File: src/rtl/dict_loader_if.sv
// Memory read port and dictionary write ports of the boot-time dictionary loader.
interface dict_loader_if #(
    parameter int unsigned FIELD1_VAL_WIDTH = 7,
    parameter int unsigned FIELD2_VAL_WIDTH = 10,
    parameter int unsigned FIELD3_VAL_WIDTH = 15
);
    logic                        mem_req_valid;
    logic                        mem_req_ready;
    logic [31:0]                 mem_req_addr;
    logic [31:0]                 mem_req_rdata;
    logic                        dict1_write_enable;
    logic [FIELD1_VAL_WIDTH-1:0] dict1_write_val;
    logic                        dict2_write_enable;
    logic [FIELD2_VAL_WIDTH-1:0] dict2_write_val;
    logic                        dict3_write_enable;
    logic [FIELD3_VAL_WIDTH-1:0] dict3_write_val;

    modport master (
        output mem_req_valid, mem_req_addr,
        input  mem_req_ready, mem_req_rdata,
        output dict1_write_enable, dict1_write_val,
        output dict2_write_enable, dict2_write_val,
        output dict3_write_enable, dict3_write_val
    );

    modport slave (
        input  mem_req_valid, mem_req_addr,
        output mem_req_ready, mem_req_rdata,
        input  dict1_write_enable, dict1_write_val,
        input  dict2_write_enable, dict2_write_val,
        input  dict3_write_enable, dict3_write_val
    );
endinterface

File: src/rtl/dict_loader.sv
// Boot-time loader: reads a dictionary image from memory and streams it into
// the three dictionary write ports while holding the core off.
module dict_loader #(
    parameter int unsigned FIELD1_KEY_WIDTH = 3,
    parameter int unsigned FIELD2_KEY_WIDTH = 5,
    parameter int unsigned FIELD3_KEY_WIDTH = 8,
    parameter int unsigned FIELD1_VAL_WIDTH = 7,
    parameter int unsigned FIELD2_VAL_WIDTH = 10,
    parameter int unsigned FIELD3_VAL_WIDTH = 15,
    parameter logic [31:0] DICT_BASE        = 32'h0000_F000
) (
    input  logic          clk,
    input  logic          reset,
    input  logic          start,
    output logic          busy,
    output logic          done,
    output logic          error,
    output logic          core_hold,
    dict_loader_if.master bus
);
    // Wide enough for the unchecked header sum 255 + 255 + 65535.
    localparam int unsigned CNT_W = 17;
    localparam logic [CNT_W-1:0] CAP1 = CNT_W'(2 ** FIELD1_KEY_WIDTH);
    localparam logic [CNT_W-1:0] CAP2 = CNT_W'(2 ** FIELD2_KEY_WIDTH);
    localparam logic [CNT_W-1:0] CAP3 = CNT_W'(2 ** FIELD3_KEY_WIDTH);

    typedef enum logic [2:0] {
        S_IDLE, S_HDR_REQ, S_CHECK, S_ENT_REQ, S_WRITE, S_DONE
    } state_t;

    state_t                      state;
    logic [7:0]                  n1;
    logic [7:0]                  n2;
    logic [15:0]                 n3;
    logic [CNT_W-1:0]            idx;
    logic                        req_valid;
    logic [31:0]                 req_addr;
    logic                        wr1_en;
    logic                        wr2_en;
    logic                        wr3_en;
    logic [FIELD1_VAL_WIDTH-1:0] wr1_val;
    logic [FIELD2_VAL_WIDTH-1:0] wr2_val;
    logic [FIELD3_VAL_WIDTH-1:0] wr3_val;

    logic [CNT_W-1:0] lim1_c;
    logic [CNT_W-1:0] lim12_c;
    logic [CNT_W-1:0] total_c;
    logic [CNT_W-1:0] idx_next_c;
    logic             oversize_c;

    // Field boundaries in global entry index space, and header sanity.
    assign lim1_c     = CNT_W'(n1);
    assign lim12_c    = CNT_W'(n1) + CNT_W'(n2);
    assign total_c    = lim12_c + CNT_W'(n3);
    assign idx_next_c = idx + CNT_W'(1);
    assign oversize_c = (CNT_W'(n1) > CAP1) || (CNT_W'(n2) > CAP2) || (CNT_W'(n3) > CAP3);

    // Load sequencer; every output is a register updated here.
    always_ff @(posedge clk) begin
        if (reset) begin
            state     <= S_IDLE;
            n1        <= '0;
            n2        <= '0;
            n3        <= '0;
            idx       <= '0;
            busy      <= 1'b0;
            done      <= 1'b0;
            error     <= 1'b0;
            req_valid <= 1'b0;
            req_addr  <= '0;
            wr1_en    <= 1'b0;
            wr2_en    <= 1'b0;
            wr3_en    <= 1'b0;
            wr1_val   <= '0;
            wr2_val   <= '0;
            wr3_val   <= '0;
        end else begin
            done   <= 1'b0;
            wr1_en <= 1'b0;
            wr2_en <= 1'b0;
            wr3_en <= 1'b0;
            case (state)
                S_IDLE: begin
                    if (start) begin
                        error     <= 1'b0;
                        busy      <= 1'b1;
                        req_valid <= 1'b1;
                        req_addr  <= DICT_BASE;
                        state     <= S_HDR_REQ;
                    end
                end
                S_HDR_REQ: begin
                    if (bus.mem_req_ready) begin
                        n1        <= bus.mem_req_rdata[7:0];
                        n2        <= bus.mem_req_rdata[15:8];
                        n3        <= bus.mem_req_rdata[31:16];
                        req_valid <= 1'b0;
                        state     <= S_CHECK;
                    end
                end
                S_CHECK: begin
                    if (oversize_c) begin
                        error <= 1'b1;
                        busy  <= 1'b0;
                        done  <= 1'b1;
                        state <= S_DONE;
                    end else if (total_c == '0) begin
                        busy  <= 1'b0;
                        done  <= 1'b1;
                        state <= S_DONE;
                    end else begin
                        idx       <= '0;
                        req_valid <= 1'b1;
                        req_addr  <= DICT_BASE + 32'd4;
                        state     <= S_ENT_REQ;
                    end
                end
                S_ENT_REQ: begin
                    if (bus.mem_req_ready) begin
                        req_valid <= 1'b0;
                        if (idx < lim1_c) begin
                            wr1_en  <= 1'b1;
                            wr1_val <= bus.mem_req_rdata[FIELD1_VAL_WIDTH-1:0];
                        end else if (idx < lim12_c) begin
                            wr2_en  <= 1'b1;
                            wr2_val <= bus.mem_req_rdata[FIELD2_VAL_WIDTH-1:0];
                        end else begin
                            wr3_en  <= 1'b1;
                            wr3_val <= bus.mem_req_rdata[FIELD3_VAL_WIDTH-1:0];
                        end
                        state <= S_WRITE;
                    end
                end
                S_WRITE: begin
                    idx <= idx_next_c;
                    if (idx_next_c < total_c) begin
                        req_valid <= 1'b1;
                        req_addr  <= req_addr + 32'd4;
                        state     <= S_ENT_REQ;
                    end else begin
                        busy  <= 1'b0;
                        done  <= 1'b1;
                        state <= S_DONE;
                    end
                end
                S_DONE: begin
                    state <= S_IDLE;
                end
                default: begin
                    state <= S_IDLE;
                end
            endcase
        end
    end

    // Drive the bus from the registered state.
    assign core_hold              = busy;
    assign bus.mem_req_valid      = req_valid;
    assign bus.mem_req_addr       = req_addr;
    assign bus.dict1_write_enable = wr1_en;
    assign bus.dict1_write_val    = wr1_val;
    assign bus.dict2_write_enable = wr2_en;
    assign bus.dict2_write_val    = wr2_val;
    assign bus.dict3_write_enable = wr3_en;
    assign bus.dict3_write_val    = wr3_val;
endmodule

File: src/flat_wrapper.sv
// flat-port wrapper written by rule: the top's interface ports become plain ports
module dict_loader_flat 
#(
    parameter int unsigned FIELD1_KEY_WIDTH = 3,
    parameter int unsigned FIELD2_KEY_WIDTH = 5,
    parameter int unsigned FIELD3_KEY_WIDTH = 8,
    parameter int unsigned FIELD1_VAL_WIDTH = 7,
    parameter int unsigned FIELD2_VAL_WIDTH = 10,
    parameter int unsigned FIELD3_VAL_WIDTH = 15,
    parameter logic [31:0] DICT_BASE        = 32'h0000_F000
)
  (clk, reset, start, busy, done, error, core_hold, bus_mem_req_valid, bus_mem_req_addr, bus_mem_req_ready, bus_mem_req_rdata, bus_dict1_write_enable, bus_dict1_write_val, bus_dict2_write_enable, bus_dict2_write_val, bus_dict3_write_enable, bus_dict3_write_val);
  dict_loader_if #(.FIELD1_VAL_WIDTH(FIELD1_VAL_WIDTH), .FIELD2_VAL_WIDTH(FIELD2_VAL_WIDTH), .FIELD3_VAL_WIDTH(FIELD3_VAL_WIDTH)) bus_i ();
  input  logic clk;
  input  logic reset;
  input  logic start;
  output logic busy;
  output logic done;
  output logic error;
  output logic core_hold;
  output wire logic [$bits(bus_i.mem_req_valid)-1:0] bus_mem_req_valid;
  output wire logic [$bits(bus_i.mem_req_addr)-1:0] bus_mem_req_addr;
  input wire logic [$bits(bus_i.mem_req_ready)-1:0] bus_mem_req_ready;
  input wire logic [$bits(bus_i.mem_req_rdata)-1:0] bus_mem_req_rdata;
  output wire logic [$bits(bus_i.dict1_write_enable)-1:0] bus_dict1_write_enable;
  output wire logic [$bits(bus_i.dict1_write_val)-1:0] bus_dict1_write_val;
  output wire logic [$bits(bus_i.dict2_write_enable)-1:0] bus_dict2_write_enable;
  output wire logic [$bits(bus_i.dict2_write_val)-1:0] bus_dict2_write_val;
  output wire logic [$bits(bus_i.dict3_write_enable)-1:0] bus_dict3_write_enable;
  output wire logic [$bits(bus_i.dict3_write_val)-1:0] bus_dict3_write_val;
  assign bus_mem_req_valid = bus_i.mem_req_valid;
  assign bus_mem_req_addr = bus_i.mem_req_addr;
  assign bus_i.mem_req_ready = bus_mem_req_ready;
  assign bus_i.mem_req_rdata = bus_mem_req_rdata;
  assign bus_dict1_write_enable = bus_i.dict1_write_enable;
  assign bus_dict1_write_val = bus_i.dict1_write_val;
  assign bus_dict2_write_enable = bus_i.dict2_write_enable;
  assign bus_dict2_write_val = bus_i.dict2_write_val;
  assign bus_dict3_write_enable = bus_i.dict3_write_enable;
  assign bus_dict3_write_val = bus_i.dict3_write_val;
  dict_loader #(.FIELD1_KEY_WIDTH(FIELD1_KEY_WIDTH), .FIELD2_KEY_WIDTH(FIELD2_KEY_WIDTH), .FIELD3_KEY_WIDTH(FIELD3_KEY_WIDTH), .FIELD1_VAL_WIDTH(FIELD1_VAL_WIDTH), .FIELD2_VAL_WIDTH(FIELD2_VAL_WIDTH), .FIELD3_VAL_WIDTH(FIELD3_VAL_WIDTH), .DICT_BASE(DICT_BASE)) u_core (.clk(clk), .reset(reset), .start(start), .busy(busy), .done(done), .error(error), .core_hold(core_hold), .bus(bus_i));
endmodule
File: config.mk
export PLATFORM = sky130hd
export DESIGN_NAME = dict_loader_flat
export DESIGN_NICKNAME = d
export VERILOG_FILES = /design/src/rtl/dict_loader_if.sv /design/src/rtl/dict_loader.sv /design/src/flat_wrapper.sv
export SDC_FILE = /design/constraint.sdc
export NUM_CORES = 1
export LEC_CHECK = 0
export ABC_AREA = 1
export CORE_UTILIZATION = 45
export DETAILED_ROUTE_END_ITERATION = 6
export PLACE_DENSITY = 0.75
export SYNTH_ARGS = -nofsm -noshare
export SYNTH_HDL_FRONTEND = slang
export SYNTH_SLANG_ARGS = --single-unit
File: constraint.sdc
create_clock -name clk -period 8.4 [get_ports clk]
set_input_delay 2.1 -clock clk [delete_from_list [all_inputs] [get_ports clk]]
set_output_delay 2.1 -clock clk [all_outputs]
set_load 0.01 [all_outputs]
==> metrics, run 1 <==
RSZ-0062 raised after global routing=false; EDFF count, synth=0; Max stage delay cell, worst path=nand4_4; mapped cell area=between 7000 and 8000 µm²; Crit Path Class=register to register; drt pass-1 iters=5; Detailed Route Iter0 Violations=570; clk sinks=121; TritonCTS clock tree=done; outcome=complete, no violations; Synth Flop Type=dfxtp_1; Seq/Total Area, Yosys=0.310; Hold-fix buffers, CTS=0; dpl ws=slightly below 3 ns; H-tree depth=4; Filler cells=approximately 1600; synth unique cells=48; Syn Area/Cell=6.63 µm²; first-pass GRT wire length=around 35000 µm; setup TNS=0 ns; Slew Limit Headroom=0.508; wirelength, routed=about 21000 µm; final hold violations=0; IO Count=approximately 110; clock buffer depth=2; Final WS setup=2.86 ns; final setup vio count=0; Avg Vias per Cell=5.18; most common cell after layout, fill and taps aside=nand2_1; overall routing resource usage=0.237; Req. time, crit path=8.71 ns; Final Skew=between 0.009 and 0.01 ns; Worst path max stage delay=0.66 ns; # Max-Cap Violations=0; IO Port Bufs=between 100 and 150; Hold Path Class=register to register; largest net degree at the start of global routing=65; vias in the first global route=around 7300; measured slew at the worst slew-check pin=between 0.7 and 0.8 ns; fmax=roughly 180 MHz; diode count=0; Clock transition at path regs=~0.060 ns; peak supply drop=approximately 140 µV; die footprint=about 18000 µm²; M3 GR Usage=0.0529; Num CTS Buffers=17; nature of the critical path startpoint=register; layout cells sized above 1=0.0710; GR Util met1=0.304; initial antenna violation count=0; Worst Path Arrival=5.85 ns; CTS root buf=clkbuf_16; DR vias=just under 8000; antenna viol nets, final=0; Max Slew Vio Count=0; RePlAce Congestion=just over 0.9; M2 GR Usage=0.391; core area=between 15000 and 20000 µm²; Final Cycle Share=0.660; postcts setup bufs=0; Skew-Pair Late Insertion Delay=between 0.4 and 0.5 ns; static leakage=around 4.2 nW; area grow syn2layout=22.4%; die width=about 130 µm; Starting Density=0.467; Crit. End Element=register; GRT busiest layer=met2; crit path time final=5.54 ns; commonest cells after routing, fill and taps aside=247 x nand2_1, 158 x inv_1, 158 x nor2_1, 121 x dfxtp_1, 105 x clkdlybuf4s50_1; CP Max Fanout=52; area of the multi-input gates=about 4600 µm²; DR WL/cell=approximately 14 µm; pwr/cell area=around 200 nW/µm²; hpwl dp=about 15000 µm; grt total ovfl=0; Mapped Cells=1180; Most common cell on crit path=nor2_1; Seq cells post-synth=around 120; yosys warns=0; Total Nets Final=around 1400; drt drc=0; asr flop ratio synth=0; die height=134 µm; Rows=47; register area=2420 µm²; CTS resizes=0
## layer usage
metal  wire length [µm]  vias up
met2               9520      231
met4                318        0
met3               1390       30
li1                   -     4007
met1               9310     3507
met5                  0        -
## where the power goes
group / leakage (nW) / internal (mW) / switching [mW]
clock network: 0.303 / 0.506 / 0.279
registers: 0.986 / 0.619 / 0.0584
logic: 2.92 / 0.186 / 0.276
total: 4.20 / 1.31 / 0.613
## logic make-up (layout without fill, tap and decap cells)
kind of cell,after synthesis,in the layout,synth area share
xor gates and xnor gates,24,24,0.0269
AOI/OAI and AO/OA,181,181,0.127
DFF,121,121,0.310
adders and majority gates,53,53,0.0867
other,1,2,0.000479
and+or+nand+nor,598,598,0.340
buffers and inverters,202,302,0.109
## area by class of cell
type | count | share of cell area
clock buffers | 18 | 0.0459
clock inverters | 13 | 0.0201
inverters | 161 | 0.0631
multi-input cells | 858 | 0.476
flip-flops and latches | 121 | 0.253
well taps | 220 | 0.0287
repair buffers | 110 | 0.114
## through the flow
step	hold slack, ns	utilization	power (mW)	instances	cell area (µm²)
6_report	0.450	0.571	1.92	1501	9580
5_1_grt	0.478	0.571	2.03	1501	9580
4_1_cts	0.453	0.571	1.93	1501	9580
3_5_place_dp	0.439	0.534	1.15	1470	8940
3_3_place_gp	0.433	0.534	1.14	1470	8940
2_1_floorplan	0.449	-	1.00	1181	7830
## final timing paths
check	from	depth (start not counted)	endpoint	slack, ns
worst max-delay path	u_core.n2[0]$_SDFFE_PP0P_	30	u_core.bus.mem_req_addr[11]$_SDFFE_PP0P_	2.86
worst min-delay path	u_core.bus.dict2_write_val[8]$_SDFFE_PP0P_	2	u_core.bus.dict2_write_val[8]$_SDFFE_PP0P_	0.45
worst max register to register	u_core.n2[0]$_SDFFE_PP0P_	30	u_core.bus.mem_req_addr[11]$_SDFFE_PP0P_	2.86
worst min register to register	u_core.bus.dict2_write_val[8]$_SDFFE_PP0P_	2	u_core.bus.dict2_write_val[8]$_SDFFE_PP0P_	0.45
## worst max-delay path: cells and delay by family (launching register included)
kind            cells  cell delay (ns)
fa+ha+maj           4             1.28
simple gates       17             2.52
buf+inv             3             0.18
compound gates      6             1.10
flops               1             0.33
## synth_stat cells, types with 2 or more instances
master	count	share of area
a211oi_1	6	0.0058
a21o_1	3	0.0029
a21oi_1	91	0.058
a21oi_2	9	0.010
a31oi_1	2	0.0016
buf_4	6	0.0058
buf_6	6	0.0086
clkbuf_1	24	0.012
clkbuf_2	2	0.0013
clkinv_1	2	0.00096
dfxtp_1	121	0.31
fa_1	2	0.0051
ha_1	51	0.082
inv_1	158	0.076
nand2_1	247	0.12
nand2_2	20	0.016
nand3_1	78	0.050
nand3_2	3	0.0038
nand3b_1	3	0.0029
nand4_1	35	0.028
nor2_1	159	0.076
nor2_2	7	0.0056
nor3_1	20	0.013
nor4_1	12	0.0096
o21ai_0	59	0.038
o21bai_1	4	0.0038
or2_2	7	0.0056
xnor2_1	3	0.0034
xor2_1	21	0.024
## sequential cells by signal, summed over array words and instances (netlist names), 7 cells and up
name                        count
u_core.bus.mem_req_addr        30
u_core.idx                     17
u_core.n3                      16
u_core.bus.dict3_write_val     15
u_core.bus.dict2_write_val     10
u_core.n1                       8
u_core.n2                       8
u_core.bus.dict1_write_val      7
Power figures use the tool's default switching activity.
==> inputs of run 2 (changes only) <==
clock period = 5.6 ns   (was 8.4 ns; I/O delays follow)
==> metrics, run 2 (synthesis gave the netlist of run 1 again) <==
outcome=complete, no violations; # Max-Cap Violations=0; area of the multi-input gates=4610 µm²; Filler cells=1605; Final Cell Area=slightly below 10000 µm²; core area=~17000 µm²; commonest cells after routing, fill and taps aside=246 x nand2_1, 158 x inv_1, 158 x nor2_1, 121 x dfxtp_1, 105 x clkdlybuf4s50_1; die footprint=~18000 µm²; Total Nets Final=roughly 1400; first-pass GRT wire length=roughly 35000 µm; Hold-fix buffers, CTS=0; vias in the first global route=approximately 7400; Crit. End Element=register; IO Port Bufs=~110; crit path time final=5.02 ns; Starting Density=0.467; met3 wire length=roughly 1400 µm; Placement Cell Area=~9000 µm²; Rows=47; Tot Pwr=just under 3 mW; Avg Vias per Cell=~5.3; H-tree depth=4; DR top layer=met4; Worst Reg2Reg Path Length in Cells=30; DR WL/cell=~14 µm; Final Skew=~0.0081 ns; setup TNS=0 ns; clock buffer depth=2; final setup vio count=0; Max Slew Vio Count=0; hpwl dp=15100 µm; Crit Path Class=register to register; met1 WL=9630 µm; CTS root buf=clkbuf_16; layout cells sized above 1=0.0776; grt total ovfl=0; pwr/cell area=around 300 nW/µm²; Largest register FFs=30; largest net degree at the start of global routing=83; static leakage=~4.2 nW; Max stage delay cell, worst path=fa_1; die height=~130 µm; Req. time, crit path=around 6 ns; RePlAce Congestion=0.900; Hold Path Class=register to register; Num CTS Buffers=17; Final Cycle Share=0.897; DR vias=approximately 8000; wirelength, routed=roughly 21000 µm; Skew-Pair Late Insertion Delay=approximately 0.43 ns; CP Max Fanout=12; antenna viol nets, final=0; Worst path max stage delay=0.41 ns; RSZ-0062 raised after global routing=false; final hold violations=0; overall routing resource usage=0.238; clk sinks=121; initial antenna violation count=0; Worst Path Arrival=~5.3 ns; die width=around 130 µm; register area=roughly 2400 µm²; IO Count=approximately 110; hold depth=2; nature of the critical path startpoint=register; diode count=0; length of routed met2 wiring=just under 10000 µm; Clock transition at path regs=~0.06 ns; peak supply drop=202 µV; drt drc=0; drt pass-1 iters=5; measured slew at the worst slew-check pin=around 1.2 ns; fmax=199 MHz; Most common cell on crit path=nor2_1; area grow syn2layout=23.4%; Detailed Route Iter0 Violations=just over 700; Core Util, Final=0.576; TritonCTS clock tree=done; Slew Limit Headroom=0.199; most common cell after layout, fill and taps aside=nand2_1
[run 2: cell types whose count changed in the layout (fill, tap and decap cells not counted), sizes merged]
cell	delta
nand4	+3
clkinvlp	-2
bufinv	-2
buf	+4
clkbuf	+3
inv	+2
[run 2: per-stage QoR]
stage / hold WS [ns] / instances / setup WS (ns)
after floorplan: 0.449 / 1181 / 1.31
after global placement: 0.433 / 1473 / 0.541
after detailed placement: 0.440 / 1473 / 0.414
after CTS: 0.451 / 1505 / 0.323
after global routing: 0.484 / 1509 / 0.0216
final: 0.447 / 1509 / 0.576
[run 2: layout make-up]
class,count,area share
timing repair buffer,114,0.117
inverter,161,0.0626
clock buffer,21,0.0498
multi-input combinational,861,0.478
sequential,121,0.251
clock inverter,11,0.0136
tap,220,0.0285
[run 2: where the power goes]
part | internal (mW) | switching [mW]
Combinational | 0.294 | 0.437
Sequential | 0.928 | 0.0881
Clock | 0.709 | 0.433
[run 2: critical path: cells and delay by family, from the launching register on]
family | cells | cell delay [ns]
buffers and inverters | 3 | 0.16
adders and majority gates | 4 | 1.25
and+or+nand+nor | 17 | 2.07
DFF | 1 | 0.33
AOI/OAI and AO/OA | 6 | 1.08
[run 2: repair_timing]
item                       CTS  global route
setup endpoints to repair    0            30
buffers inserted             0             1
gates resized for setup      0             3
[run 2: path summary, 6_finish.rpt]
| kind | from | endpoint | slack, ns |
|---|---|---|---|
| setup / recovery | u_core.n2[0]$_SDFFE_PP0P_ | u_core.bus.mem_req_addr[30]$_SDFFE_PP0P_ | 0.58 |
| hold / removal | u_core.bus.dict2_write_val[2]$_SDFFE_PP0P_ | u_core.bus.dict2_write_val[2]$_SDFFE_PP0P_ | 0.45 |
| setup reg to reg | u_core.n2[0]$_SDFFE_PP0P_ | u_core.bus.mem_req_addr[30]$_SDFFE_PP0P_ | 0.58 |
| hold reg to reg | u_core.bus.dict2_write_val[2]$_SDFFE_PP0P_ | u_core.bus.dict2_write_val[2]$_SDFFE_PP0P_ | 0.45 |
[run 2: layer usage]
metal	vias to the layer above	GRT usage
li1	4024	-
met1	3609	0.297
met4	0	0.0915
met2	293	0.395
met5	-	0
met3	56	0.0552
==> inputs of run 3 (changes only) <==
CORE_MARGIN = 1   (was default)
CTS_CLUSTER_SIZE = 8   (was default)
==> results of run 3 <==
The final DEF is identical to that of run 2; final timing and power are the same.
